[src/rtl/enum_seq_satcnt.sv]
// 8-bit saturating event counter; a clear in the same cycle as an increment
// leaves the count at one so a fresh error is never lost.
module enum_seq_satcnt (
    input  logic       clk,
    input  logic       rst_n,
    input  logic       inc,
    input  logic       clr,
    output logic [7:0] count
);

    always_ff @(posedge clk or negedge rst_n) begin
        if (!rst_n) begin
            count <= 8'h00;
        end else if (clr) begin
            count <= inc ? 8'h01 : 8'h00;
        end else if (inc && (count != 8'hFF)) begin
            count <= count + 8'h01;
        end
    end

endmodule

[config.mk]
export PLATFORM = sky130hd
export DESIGN_NAME = enum_seq_satcnt
export DESIGN_NICKNAME = d
export VERILOG_FILES = /design/src/rtl/enum_seq_satcnt.sv
export SDC_FILE = /design/constraint.sdc
export NUM_CORES = 1
export LEC_CHECK = 0
export ABC_AREA = 0
export CAP_MARGIN = 20
export CORE_AREA = 2 2 39 41
export CTS_CLUSTER_SIZE = 14
export DETAILED_ROUTE_END_ITERATION = 10
export DIE_AREA = 0 0 41 43
export HOLD_SLACK_MARGIN = 0.02
export PLACE_DENSITY = 0.71
export SYNTH_ARGS = -nofsm -noshare
export SYNTH_HDL_FRONTEND = slang
export SYNTH_SLANG_ARGS = --single-unit
[constraint.sdc]
create_clock -name clk -period 3 [get_ports clk]
set_input_delay 0.9 -clock clk [delete_from_list [all_inputs] [get_ports clk]]
set_output_delay 0.9 -clock clk [all_outputs]
set_load 0.03 [all_outputs]
==> impl_metrics.ini, run 1 <==
[place]
gp_congestion = 0.6976
port_buffers = 11
dp_slack_ns = 0.7395
hpwlAfterDp_um = 711.3

[power_and_ir_drop]
finalPower_uw = 236.7
ir_drop_v = 0.0001653
pwr_density_cell_mw_per_mm2 = 385.3
p_leak_nw = 0.2421

[synth]
synth-edff-count = 0
postSynthAreaPerCell_um2 = 10.06
ys.flop_type = dfrtp_1
syn_area_um2 = 473.0
netlist_top_cells_count = 8 x dfrtp_1, 5 x a21oi_1, 4 x nand2b_1
yosys_register_bits = 8
synthCells = 47
synthTopCellsByArea = dfrtp_1 42%, a21oi_1 5.3%, nand2b_1 5.3%, a2111oi_2 3.2%, and3_1 2.6%
yosysWarningCount = 0
synth.distinct_cells = 27
async_flop_share_pct = 100.0
seq_area_frac_synth_pct = 42.33
synth.most_common_cell = dfrtp_1
synth_top_cell_by_area = dfrtp_1
synth_nets = 52
yosysTopAreaCellShare_pct = 42.33

[die]
ioPinCount = 12
die_x_um = 41
num_rows = 14
initial_core_util_pct = 34.18
die-area_mm2 = 0.001763
die_y_um = 43
coreArea_mm2 = 0.001384

[clock_network]
cts_buffer_depth = 2
clock-root-buffer = clkbuf_4
holdBufCountCts = 0
clkTransAtPathRegs_ns = 0.05
clk_latency_ns = 0.25
cts_tree = built
numCtsBuffers = 3
postCtsSetupBuffers = 0
cts_sinks = 8
ctsResizeCount = 0
cts_max_level = 1

[detailed_routing]
ant_nets = 0
firstDrtPassIters = 4
wl_um = 996
drt_iter0_drc = 8
via_per_inst = 5.427
vias = 407
routedWlPerCell_um = 13.28
drc_errors = 0

[worst_setup_path]
cp-end-kind = output pin
cp.arrival_ns = 1.47
cp.required_ns = 2.10
critPathLaunch = count[3]
slowest_delay_ns = 0.73
rr_worst_depth = 4
rrSetupSlack_ns = 1.50
crit_type = flop to output pin
cp.depth = 1
cp_max_fo = 10
cp_top_family = buffers and inverters
slowest_stage = clkdlybuf4s50_1
rr_startpoint = count[0]
path_cells = clkdlybuf4s50_1
startpoint_type = flop
path_buf_inv = 1
crit_path_end = count[3]
worstReg2RegEnd = count[5]

[layout]
largest_register_ff_count = 8
top_regs = count x8
drive_gt1_share_pct = 13.56
num_antenna_cells = 0
nFillCells = 144
syn_to_final_growth_pct = 29.89
final_nets = 66
regMostFlops = count

[timing]
slew_headroom_pct = 74.31
maxSlewViolCount = 0
fin_crit_sh_pct = 79.00
setup_tns_ns = 0
finalSetupViolCount = 0
hold_ws_ns = 0.5987
clock.fmax_ghz = 0.4219
tightest_slew_ns = 0.3842
rsz0062_at_grt = no
fin_ws_ns = 0.6300
skew_ns = 0.005899
hold_viol_final = 0
min_period_ns = 2.370

[grt]
grt_pass1_wl_mm = 1.621
track_usage_pct = 13.90
gr-total-overflow = 0
grt_pass1_vias = 362
grt_max_degree = 12
antenna_found_initial = 0

[hold_path]
min_path_type = flop to flop

[outcome]
outcome = finished, final reports clean

[job]
drv_cap = 0
## layout by cell type (no fill, tap or decap), drive strengths merged
master,netlist,routed
a21boi,1,1
nand3,1,1
o21ai,2,2
nand4,2,2
and4,1,1
a211o,1,1
a311oi,1,1
clkbuf,1,3
ha,1,1
or3,2,2
a2111oi,1,1
clkdlybuf4s50,0,11
and4bb,1,1
inv,2,2
a41oi,1,1
o211ai,1,1
nor3b,1,1
and3,2,2
nor3,1,1
o31ai,1,1
a211oi,1,1
mux2i,1,1
nand2,3,3
dfrtp,8,8
nand2b,4,4
a21oi,5,5
## where the power goes
part	internal (mW)	switching [mW]
clock network	0.0459	0.0376
logic	0.0163	0.0195
registers	0.112	0.00546
## per-layer routing
layer	global-route usage, %	part of all wire [%]	vias up
met5	0	0	-
met4	8.000	1.9	0
met3	4.712	4.4	2
met2	19.06	45	13
met1	18.18	49	184
li1	-	-	208
## worst min path at each step
| stage | from | to | slack [ns] | depth (start not counted) |
|---|---|---|---|---|
| after CTS | count[1] | count[1] | 0.61 | 2 |
| final | count[1] | count[1] | 0.60 | 2 |
| after floorplan | rst_n | count[0] | 0.60 | 0 |
| after detailed placement | count[1] | count[1] | 0.60 | 2 |
| after global routing | count[1] | count[1] | 0.67 | 2 |
| after global placement | count[1] | count[1] | 0.59 | 2 |
## logic make-up (layout without fill, tap and decap cells)
kind of cell	count (synthesis)	count (layout)	share of synthesized area (%)
muxes	1	1	2.116
buffers and inverters	4	16	3.969
adders and majority gates	1	1	2.645
AOI/OAI and AO/OA	15	15	23.28
and+or+nand+nor	18	18	25.66
DFF	8	8	42.33
## final cells by class
class                           instances  area [um2]  share of cell area [%]
Multi-Input combinational cell         35       254.0                   41.34
Inverter                                2       7.507                   1.222
Timing Repair Buffer                   11       110.1                   17.92
Sequential cell                         8       200.2                   32.59
Clock buffer                            3       22.52                   3.666
Tap cell                               16       20.02                   3.259
## per-stage QoR
step	util (%)	std cells	area [um2]
2_1_floorplan	-	47	473.0
3_3_place_gp	42.77	72	591.8
3_5_place_dp	42.77	72	591.8
4_1_cts	44.39	75	614.3
5_1_grt	44.39	75	614.3
6_report	44.39	75	614.3
No activity file was read; power rests on OpenSTA's default activity.
==> run 2: changes to the inputs <==
Settings changed: PLACE_DENSITY 0.71 to 0.73.
Clock period 3 ns to 1.9 ns, I/O delays scaled along.
==> run 2 against run 1 <==
Net effect:
- sequential power grew 58%
- sequential share of layout area shrank 2.2 points
- clock-buffer cell count is the same
- largest cell class unchanged
==> impl_metrics.ini, run 2 (synthesis gave the netlist of run 1 again) <==
[timing]
hold_viol_final = 0
tightest_slew_ns = 0.3731
slew_headroom_pct = 75.05
setup_tns_ns = 0
finalSetupViolCount = 0
rsz0062_at_grt = no
clock.fmax_ghz = 0.5454
maxSlewViolCount = 0
min_period_ns = 1.833
fin_crit_sh_pct = 96.49
hold_ws_ns = 0.5940
skew_ns = 0.001863

[worst_setup_path]
worstReg2RegEnd = count[5]
cp.required_ns = 1.33
cp_max_fo = 2
crit_type = flop to output pin
rr_worst_depth = 4
path_buf_inv = 1
startpoint_type = flop
path_cells = clkdlybuf4s50_1
rrSetupSlack_ns = 0.40
cp_top_family = buffers and inverters
rr_startpoint = count[0]
cp.arrival_ns = 1.26
cp-end-kind = output pin
slowest_stage = clkdlybuf4s50_1
slowest_delay_ns = 0.66

[layout]
largest_register_ff_count = 8
num_antenna_cells = 0
fin_cells = 81
syn_to_final_growth_pct = 39.15
final_core_utilization_pct = 47.56
regMostFlops = count
nFillCells = 132
final_common_cell = dfrtp_1
drive_gt1_share_pct = 21.54
final_nets = 72
seqCellArea_um2 = 200.2
multiInputGateArea_um2 = 254.0
layout_common_cells = 8 x dfrtp_1, 6 x buf_4, 5 x a21oi_1, 5 x dlygate4sd2_1
top_regs = count x8

[detailed_routing]
drt_iter0_drc = 13
vias = 451
firstDrtPassIters = 4
m1WireLength_um = 481
highest_layer = met4
ant_nets = 0
wl_mm = 1.054
routedWlPerCell_um = 13.01
via_per_inst = 5.568
route.met2.wl_um = 526
drc_errors = 0
wl_met3_um = 39

[clock_network]
cts_max_level = 1
cts_sinks = 8
clock-root-buffer = clkbuf_4
clkTransAtPathRegs_ns = 0.06
cts_tree = built
numCtsBuffers = 3
cts_buffer_depth = 2
holdBufCountCts = 0
postCtsSetupBuffers = 0
clk_latency_ns = 0.25

[power_and_ir_drop]
pwr-share-clk_pct = 35.7
p_comb_share_pct = 15.3
p_leak_nw = 0.3298
p_int_uw = 275.0
p_sw_uw = 103.4
ir_drop_v = 0.0003872
power_frac_seq_pct = 48.9
sw_frac_of_total_pct = 27.32
pwr_density_cell_mw_per_mm2 = 574.9

[place]
dp.cells = 78
port_buffers = 11
hpwlAfterDp_um = 802.5
gp_congestion = 0.8066

[grt]
grt_pass1_vias = 416
antenna_found_initial = 0
grt_pass1_wl_mm = 1.711
gr-total-overflow = 0
track_usage_pct = 14.21
grt_max_degree = 10

[die]
coreArea_mm2 = 0.001384
die-area_mm2 = 0.001763
die_x_um = 41
ioPinCount = 12
initial_core_util_pct = 34.18
die_y_um = 43
num_rows = 14

[job]
drv_cap = 0

[outcome]
outcome = finished, final reports clean

[hold_path]
min_path_type = input port to asynchronous set/reset pin
run 2: layout make-up:
cell class	instances	area share [%]
multi-input combinational	35	38.59
inverter	2	1.141
sequential	8	30.42
clock buffer	3	3.422
timing repair buffer	17	23.38
tap	16	3.042
run 2: repair_timing:
| action | CTS | global route |
|---|---|---|
| resized for setup | 5 | 2 |
| endpoints found under the hold margin | 0 | 0 |
| endpoints found under the setup margin | 5 | 2 |
| pin swaps | 0 | 0 |
run 2: power by group through the flow:
stage                     Sequential [mW]  Clock, mW  Combinational (mW)
final                               0.185      0.135              0.0580
after global routing                0.186      0.152              0.0640
after CTS                           0.185      0.138              0.0588
after detailed placement            0.189          0              0.0631
after global placement              0.188          0              0.0620
after floorplan                     0.200          0              0.0184
run 2: how the worst max path moves through the flow:
stage	from	endpoint	slack [ns]	cells past startpoint
floorplan	count[0]	count[5]	0.36	4
global placement	inc	count[5]	0.05	4
detailed placement	inc	count[5]	0.02	4
CTS	count[7]	count[7]	0.03	1
global route	count[3]	count[3]	0.006	1
finish	count[3]	count[3]	0.07	1
run 2: stage by stage:
| step | total power, mW | instance area [um2] | worst slack [ns] |
|---|---|---|---|
| floorplan | 0.2184 | 473.0 | 0.3601 |
| detailed placement | 0.2518 | 636.9 | 0.02292 |
| global route | 0.4023 | 658.1 | 0.006274 |
| CTS | 0.3821 | 653.1 | 0.02854 |
| finish | 0.3783 | 658.1 | 0.06663 |
| global placement | 0.2505 | 636.9 | 0.05446 |
run 2: metal layers:
layer	up-vias	global-route usage, %
met1	227	15.64
met3	2	6.283
met4	0	4.000
li1	215	-
met5	-	0
met2	7	23.44
